**src/rtl/config_chain_shifter_if.sv**
```systemverilog
`timescale 1ns/1ps
// Word-input handshake between the frame/bitstream controller and the
// configuration chain shifter.
interface config_chain_shifter_if #(
  parameter int WORD_W = 32
);
  logic [WORD_W-1:0] s_data;
  logic              s_valid;
  logic              s_last;
  logic              s_ready;

  modport master (output s_data, output s_valid, output s_last, input s_ready);
  modport slave  (input s_data, input s_valid, input s_last, output s_ready);
endinterface

```
**src/rtl/config_chain_shifter.sv**
```systemverilog
`timescale 1ns/1ps
// Writer for a two-phase latch configuration chain: serialises words MSB-first
// under non-overlapping PH1/PH2 strobes and returns the pre-shift chain tail.
module config_chain_shifter #(
  parameter int WORD_W    = 32,
  parameter int CHAIN_LEN = 64,
  parameter int PHASE_CYC = 1,
  parameter int GAP_CYC   = 1
) (
  input  logic                  CLK,
  input  logic                  resetn,
  config_chain_shifter_if.slave s_if,
  output logic                  CONFin_o,
  output logic                  PH1,
  output logic                  PH2,
  input  logic                  CONFout_i,
  output logic [WORD_W-1:0]     rb_data,
  output logic                  rb_valid,
  output logic                  busy,
  output logic                  done,
  output logic                  len_err
);

  localparam int IDX_W  = (WORD_W > 1) ? $clog2(WORD_W) : 1;
  localparam int MAX_C  = (PHASE_CYC > GAP_CYC) ? PHASE_CYC : GAP_CYC;
  localparam int CNT_W  = $clog2(MAX_C + 1);
  localparam int FB_W   = $clog2(CHAIN_LEN + 2 * WORD_W + 1);

  localparam logic [CNT_W-1:0] PH_LAST  = CNT_W'(PHASE_CYC - 1);
  localparam logic [CNT_W-1:0] GAP_LAST = CNT_W'(GAP_CYC - 1);
  localparam logic [IDX_W-1:0] IDX_LAST = IDX_W'(WORD_W - 1);
  localparam logic [FB_W-1:0]  FB_WORD  = FB_W'(WORD_W);
  localparam logic [FB_W-1:0]  FB_CHAIN = FB_W'(CHAIN_LEN);
  localparam logic [FB_W-1:0]  FB_SAT   = FB_W'(CHAIN_LEN + WORD_W);

  typedef enum logic [2:0] {
    IDLE,
    SETUP,
    P1,
    G1,
    P2,
    G2
  } state_t;

  state_t            state_q;
  logic [IDX_W-1:0]  bitIdx_q;
  logic [CNT_W-1:0]  phaseCnt_q;
  logic [WORD_W-1:0] word_q;
  logic              last_q;
  logic [WORD_W-1:0] rbShift_q;
  logic [FB_W-1:0]   frameBits_q;
  logic [FB_W-1:0]   frameBits_d;

  logic              confIn_q;
  logic              ph1_q;
  logic              ph2_q;
  logic [WORD_W-1:0] rbData_q;
  logic              rbValid_q;
  logic              done_q;
  logic              lenErr_q;

  assign frameBits_d = frameBits_q + FB_WORD;

  // word_q holds the bits not yet presented; its MSB is always the next bit.
  // Readback shifts in at the LSB so the first sampled tail bit ends up as MSB.
  always_ff @(posedge CLK or negedge resetn) begin
    if (!resetn) begin
      state_q     <= IDLE;
      bitIdx_q    <= '0;
      phaseCnt_q  <= '0;
      word_q      <= '0;
      last_q      <= 1'b0;
      rbShift_q   <= '0;
      frameBits_q <= '0;
      confIn_q    <= 1'b0;
      ph1_q       <= 1'b0;
      ph2_q       <= 1'b0;
      rbData_q    <= '0;
      rbValid_q   <= 1'b0;
      done_q      <= 1'b0;
      lenErr_q    <= 1'b0;
    end else begin
      rbValid_q <= 1'b0;
      done_q    <= 1'b0;
      lenErr_q  <= 1'b0;

      case (state_q)
        IDLE: begin
          if (s_if.s_valid) begin
            word_q   <= s_if.s_data << 1;
            confIn_q <= s_if.s_data[WORD_W-1];
            last_q   <= s_if.s_last;
            bitIdx_q <= '0;
            state_q  <= SETUP;
          end
        end

        SETUP: begin
          rbShift_q  <= (rbShift_q << 1) | WORD_W'(CONFout_i);
          phaseCnt_q <= '0;
          ph1_q      <= 1'b1;
          state_q    <= P1;
        end

        P1: begin
          if (phaseCnt_q == PH_LAST) begin
            ph1_q      <= 1'b0;
            phaseCnt_q <= '0;
            state_q    <= G1;
          end else begin
            phaseCnt_q <= phaseCnt_q + 1'b1;
          end
        end

        G1: begin
          if (phaseCnt_q == GAP_LAST) begin
            ph2_q      <= 1'b1;
            phaseCnt_q <= '0;
            state_q    <= P2;
          end else begin
            phaseCnt_q <= phaseCnt_q + 1'b1;
          end
        end

        P2: begin
          if (phaseCnt_q == PH_LAST) begin
            ph2_q      <= 1'b0;
            phaseCnt_q <= '0;
            state_q    <= G2;
          end else begin
            phaseCnt_q <= phaseCnt_q + 1'b1;
          end
        end

        // Frame counter saturates just above CHAIN_LEN so an overlong frame
        // keeps flagging without ever wrapping back to a legal length.
        G2: begin
          if (phaseCnt_q == GAP_LAST) begin
            phaseCnt_q <= '0;
            if (bitIdx_q != IDX_LAST) begin
              bitIdx_q <= bitIdx_q + 1'b1;
              confIn_q <= word_q[WORD_W-1];
              word_q   <= word_q << 1;
              state_q  <= SETUP;
            end else begin
              rbData_q  <= rbShift_q;
              rbValid_q <= 1'b1;
              if (last_q) begin
                done_q      <= 1'b1;
                lenErr_q    <= (frameBits_d != FB_CHAIN);
                frameBits_q <= '0;
              end else begin
                lenErr_q    <= (frameBits_d > FB_CHAIN);
                frameBits_q <= (frameBits_d > FB_SAT) ? FB_SAT : frameBits_d;
              end
              state_q <= IDLE;
            end
          end else begin
            phaseCnt_q <= phaseCnt_q + 1'b1;
          end
        end

        default: state_q <= IDLE;
      endcase
    end
  end

  assign s_if.s_ready = (state_q == IDLE);
  assign busy         = (state_q != IDLE);
  assign CONFin_o     = confIn_q;
  assign PH1          = ph1_q;
  assign PH2          = ph2_q;
  assign rb_data      = rbData_q;
  assign rb_valid     = rbValid_q;
  assign done         = done_q;
  assign len_err      = lenErr_q;

endmodule

```
**src/flat_wrapper.sv**
```systemverilog
// flat-port wrapper written by rule: the top's interface ports become plain ports
module config_chain_shifter_flat 
#(
  parameter int WORD_W    = 32,
  parameter int CHAIN_LEN = 64,
  parameter int PHASE_CYC = 1,
  parameter int GAP_CYC   = 1
)
  (CLK, resetn, CONFin_o, PH1, PH2, CONFout_i, rb_data, rb_valid, busy, done, len_err, s_if_s_data, s_if_s_valid, s_if_s_last, s_if_s_ready);
  config_chain_shifter_if #(.WORD_W(WORD_W)) s_if_i ();
  input  logic CLK;
  input  logic resetn;
  output logic CONFin_o;
  output logic PH1;
  output logic PH2;
  input  logic CONFout_i;
  output logic [WORD_W-1:0] rb_data;
  output logic rb_valid;
  output logic busy;
  output logic done;
  output logic len_err;
  input wire logic [$bits(s_if_i.s_data)-1:0] s_if_s_data;
  input wire logic [$bits(s_if_i.s_valid)-1:0] s_if_s_valid;
  input wire logic [$bits(s_if_i.s_last)-1:0] s_if_s_last;
  output wire logic [$bits(s_if_i.s_ready)-1:0] s_if_s_ready;
  assign s_if_i.s_data = s_if_s_data;
  assign s_if_i.s_valid = s_if_s_valid;
  assign s_if_i.s_last = s_if_s_last;
  assign s_if_s_ready = s_if_i.s_ready;
  config_chain_shifter #(.WORD_W(WORD_W), .CHAIN_LEN(CHAIN_LEN), .PHASE_CYC(PHASE_CYC), .GAP_CYC(GAP_CYC)) u_core (.CLK(CLK), .resetn(resetn), .s_if(s_if_i), .CONFin_o(CONFin_o), .PH1(PH1), .PH2(PH2), .CONFout_i(CONFout_i), .rb_data(rb_data), .rb_valid(rb_valid), .busy(busy), .done(done), .len_err(len_err));
endmodule
```
**config.mk**
```make
export PLATFORM = sky130hd
export DESIGN_NAME = config_chain_shifter_flat
export DESIGN_NICKNAME = d
export VERILOG_FILES = /design/src/rtl/config_chain_shifter_if.sv /design/src/rtl/config_chain_shifter.sv /design/src/flat_wrapper.sv
export SDC_FILE = /design/constraint.sdc
export NUM_CORES = 1
export LEC_CHECK = 0
export BUFFER_PORTS_ARGS = -buffer_cell sky130_fd_sc_hd__buf_2
export CAP_MARGIN = 20
export CORE_MARGIN = 1
export CORE_UTILIZATION = 30
export CTS_BUF_LIST = sky130_fd_sc_hd__clkbuf_8
export DETAILED_ROUTE_END_ITERATION = 12
export PLACE_DENSITY = 0.56
export RECOVER_POWER = 50
export SYNTH_ARGS = -nofsm -noshare
export SYNTH_HDL_FRONTEND = slang
export SYNTH_SLANG_ARGS = --single-unit
```
**constraint.sdc**
```tcl
create_clock -name CLK -period 2.2 [get_ports CLK]
set_clock_uncertainty 0.1 [all_clocks]
set_input_delay 0.33 -clock CLK [delete_from_list [all_inputs] [get_ports CLK]]
set_output_delay 0.33 -clock CLK [all_outputs]
set_load 0.03 [all_outputs]
```
* After elaboration in Yosys (flattened, before gate mapping)
Cells that the tools add are included.
Word-level totals: bits in registers 120, output and inout bits 40, logic and storage cells 86
Operators by class: bitwise operators 3, equality and inequality tests 13, mux-type cells 38, reductions and logical operators 13, add/sub/neg operators 3, $lt $le $gt $ge 2
Operator list (count):
- $mux W32 | 3
- $pmux W32 S2 | 1
- $or A32 B1 Y32 | 1
- $mux W1 | 18
- $pmux W3 S6 | 1
- $gt A8 B7 Y1 const B | 2
- $mux W8 | 2
- $mux W3 | 5
- $mux W5 | 3
- $ne A2 B2 Y1 const B | 5
- $pmux W5 S2 | 1
- $add A8 B6 Y8 const B | 1
- $ne A8 B7 Y1 const B | 1
- $pmux W1 S2 | 4
- $reduce_bool A2 Y1 | 4
- $eq A3 B2 Y1 const B | 2
- $eq A3 B3 Y1 const B | 2
- $reduce_and A3 Y1 | 2
- $add A5 B1 Y5 const B | 1
- $ne A5 B5 Y1 const B | 1
- $reduce_and A5 Y1 | 1
- $reduce_and A2 Y1 | 2
- $reduce_and A4 Y1 | 1
- $reduce_or A4 Y1 | 1
- other kinds (6) | 7

* Longest topological paths before layout
word-level depth 6, gate-level depth with buffers 8, mapped depth without buffers 6

* Worst setup path after synthesis
No wires, ideal clock.
path kind reg2reg, from reg u_core.bitIdx_q[0], to reg u_core.word_q[10], stages on the path, launching flop included 9, arrival time 1.917 ns, required time 1.975 ns, clock period less this slack 2.142 ns, slack 0.058 ns, buffers on the path 2, library setup time 0.125 ns, path through dfrtp_1 ha_1 and3_1 ha_1 nand4bb_1 nand2b_1 buf_4 buf_6 mux2_2
On the way: cells in the longest elaborated chain, start to end 3
RTL lines:
- from (decl) | line config_chain_shifter.sv:46 | logic [IDX_W-1:0] bitIdx_q;
- from (signal assigned) | line config_chain_shifter.sv:141 | bitIdx_q <= bitIdx_q + 1'b1;
- $ne A5 B5 Y1 | line config_chain_shifter.sv:140 | if (bitIdx_q != IDX_LAST) begin
- $ne A2 B1 Y1 (no line)
- $reduce_and A4 Y1 (no line)
- to (signal assigned) | line config_chain_shifter.sv:90 | word_q <= s_if.s_data << 1;
- to (signal assigned) | line config_chain_shifter.sv:143 | word_q <= word_q << 1;
- to (decl) | line config_chain_shifter.sv:48 | logic [WORD_W-1:0] word_q;
Every way passes these cells. A chain may end at the register's enable or synchronous reset.

* Worst setup path in the final report
from reg u_core.state_q[2], to out s_if_s_ready
On the way: cells in the longest elaborated chain, start to end 1
RTL lines:
- from (decl) | line config_chain_shifter.sv:45 | state_t state_q;
- from (signal assigned) | line config_chain_shifter.sv:68 | state_q <= IDLE;
- from (signal assigned) | line config_chain_shifter.sv:94 | state_q <= SETUP;
- from (signal assigned) | line config_chain_shifter.sv:102 | state_q <= P1;
- $logic_not A3 Y1 | line config_chain_shifter.sv:168 | assign s_if.s_ready = (state_q == IDLE);
- to (decl) | line flat_wrapper.sv:25 | output wire logic [$bits(s_if_i.s_ready)-1:0] s_if_s_ready;
Every way passes these cells.

==> metrics.txt <==
post-route ant nets 0; critical path class flip-flop to primary output; list of most frequent post-synthesis cells 122 x mux2_2, 113 x dfrtp_1, 9 x buf_2, 6 x a21oi_1, 6 x inv_1; fmax 471 MHz; Port Buf Inserts 76; H-tree depth 4; GR Util All Layers 0.120; Clock Pin Slew Worst Setup and Hold Paths 0.07 ns; FFs w/ async S/R, synth 1.00; drt via density 4.47; Sink Count 113; Clk Tree Root Cell clkbuf_8; Area after DPL 5460 sq um; minimum clock period 2.12 ns; Rel. slew slack 0.123; antenna violations before repair 0; Synth area leaders dfrtp_1 59%, mux2_2 29%, ha_1 1.0%, buf_2 0.94%, buf_4 0.79%; num ports 77; area of the die 16400 sq um; Synth cell types 34; Overflow after GRT 0; yosys warns 0; first-pass GRT wire length 14900 um; Req. time, crit path 1.77 ns; Initial DRT Pass Iterations 4; Gate Count Post-Synth 317; unrepaired setup endpoints after global routing false; PD cells 1160 nW/um^2; Final Max Tran Viols 0; flops & latches, synth 113; cell taking the most area after synthesis dfrtp_1; Worst Tran Pin Value 1.31 ns; post-layout instance area 6020 sq um; DRC errors left 0; Lkg Pwr 2.89 nW; EDFF count, synth 0; Mapped Area 4780 sq um; Setup Viol. Count Final 0; prevailing post-synth register cell dfrtp_1; largest net degree at the start of global routing 64; Crit Path Max Fanout 10; Worst EP arrival 1.69 ns; most frequent cell after synthesis mux2_2; Starting Density 0.311; sequential fraction of the synthesis area 0.592; share of cells above drive strength 1 0.563; Layout area overhead 26.0%; synthesized area per cell 15.1 sq um; Clock Tree Buf Depth 2; number of global-route vias before repair 3045; Syn Nets 358; routed via count 2863; Worst setup EP type primary output; Hold Crit Class input port to flip-flop; gpl congestion 0.671; post-route clock period utilization 0.964; Core Footprint 15400 sq um; maximum capacitance violations 0; top-area cell type share of the netlist area 0.592; worst vdd ir 510 uV; outcome finished clean; Row Count 45; number of diodes 0; DP HPWL 5640 um; DRC marker count from the first detailed-route iteration 91; Pwr Total 6.96 mW; post-DR wirelength/cell 14.0 um; CTS tree done; final hold slack 0.104 ns; CP Launch Type flip-flop; die height 128 um; fin nets 458; die width 128 um; final hold viol count 0; WL final 8990 um; CTS buffer count 17; Worst-Skew Late Latency 0.43 ns
## metal layers
layer,global-route usage,vias up,part of all wire
li1,-,1332,-
met1,0.142,1446,0.46
met2,0.188,68,0.47
met3,0.0488,17,0.057
met4,0.0567,0,0.019
met5,0,-,0
## critical path, stage by stage, from the launching register on
cell and delay [ns]:
dfrtp_2 0.49, buf_4 0.20, or3_4 0.35, inv_1 0.06, buf_4 0.15
## cell type report
class                   instances  area, sq um
multi-input cells             180         1850
clock buffers                  20          275
flip-flops and latches        113         2830
fillers                      1482         9360
inverters                       6         22.5
repair buffers                 99          622
well taps                     211          264
clock inverters                12          155
## report_power, final
part	internal, mW	switching [mW]
combinational	1.13	0.830
clock	1.21	0.870
sequential	2.60	0.320
total	4.94	2.02
## flip-flops by register name, indices dropped and copies added, names as in the netlist, 3 cells and up
| name | flops |
|---|---|
| u_core.word_q | 31 |
| u_core.bitIdx_q | 5 |
| u_core.rbShift_q | 32 |
| u_core.state_q | 3 |
| u_core.frameBits_q | 3 |
| u_core.rb_data | 32 |
## logic make-up after synthesis
kind of cell | Yosys count | share of synthesized area
buffers and inverters | 24 | 0.0299
AO/OA/AOI/OAI | 20 | 0.0272
adder cells (fa/ha/maj) | 4 | 0.0105
flip-flops | 113 | 0.592
AND/OR/NAND/NOR | 29 | 0.0427
XOR/XNOR | 2 | 0.00367
multiplexers | 125 | 0.294
## cells in the final DEF (no fill, tap or decap), drive strengths merged, types with 4 or more instances in the layout
cell / synthesis / layout
nand2: 4 / 4
dlygate4sd3: 0 / 4
mux2: 122 / 122
buf: 17 / 77
a21oi: 6 / 6
nor2: 5 / 5
clkbuf: 1 / 38
clkinvlp: 0 / 5
o21ai: 5 / 5
inv: 6 / 8
dfrtp: 113 / 113
ha: 4 / 4
## per-stage QoR
step | TNS, ns | worst slack, ns | cells | util
3_3_place_gp | 0 | 0.0638 | 599 | 0.355
2_1_floorplan | 0 | 0.0583 | 317 | -
4_1_cts | 0 | 0.0214 | 635 | 0.387
6_report | 0 | 0.0782 | 641 | 0.391
3_5_place_dp | -0.478 | -0.0322 | 599 | 0.355
5_1_grt | 0 | 0.00399 | 641 | 0.391
## what timing repair did
item                                   in CTS  in global routing
setup endpoints to repair                  31                 30
endpoints found under the hold margin      23                  0
hold buffers                                4                  0
pin swaps                                   0                  0
setup buffers                               0                  5
gates resized for setup                     5                  3
cloned                                      0                  1
## final timing paths
path | cells after the start | slack [ns] | start | endpoint
setup / recovery | 4 | 0.08 | u_core.state_q[2]$_DFFE_PN0P_ | s_if_s_ready
hold / removal | 3 | 0.10 | s_if_s_data[3] | u_core.word_q[4]$_DFFE_PN0P_
setup reg to reg | 7 | 0.09 | u_core.bitIdx_q[0]$_DFFE_PN0P_ | u_core.word_q[3]$_DFFE_PN0P_
hold reg to reg | 1 | 0.40 | u_core.word_q[1]$_DFFE_PN0P_ | u_core.word_q[1]$_DFFE_PN0P_
max in group asynchronous | 3 | 0.30 | resetn | u_core.rbShift_q[29]$_DFFE_PN0P_
min in group asynchronous | 2 | 0.62 | resetn | u_core.word_q[5]$_DFFE_PN0P_
No activity file was read; power rests on OpenSTA's default activity.
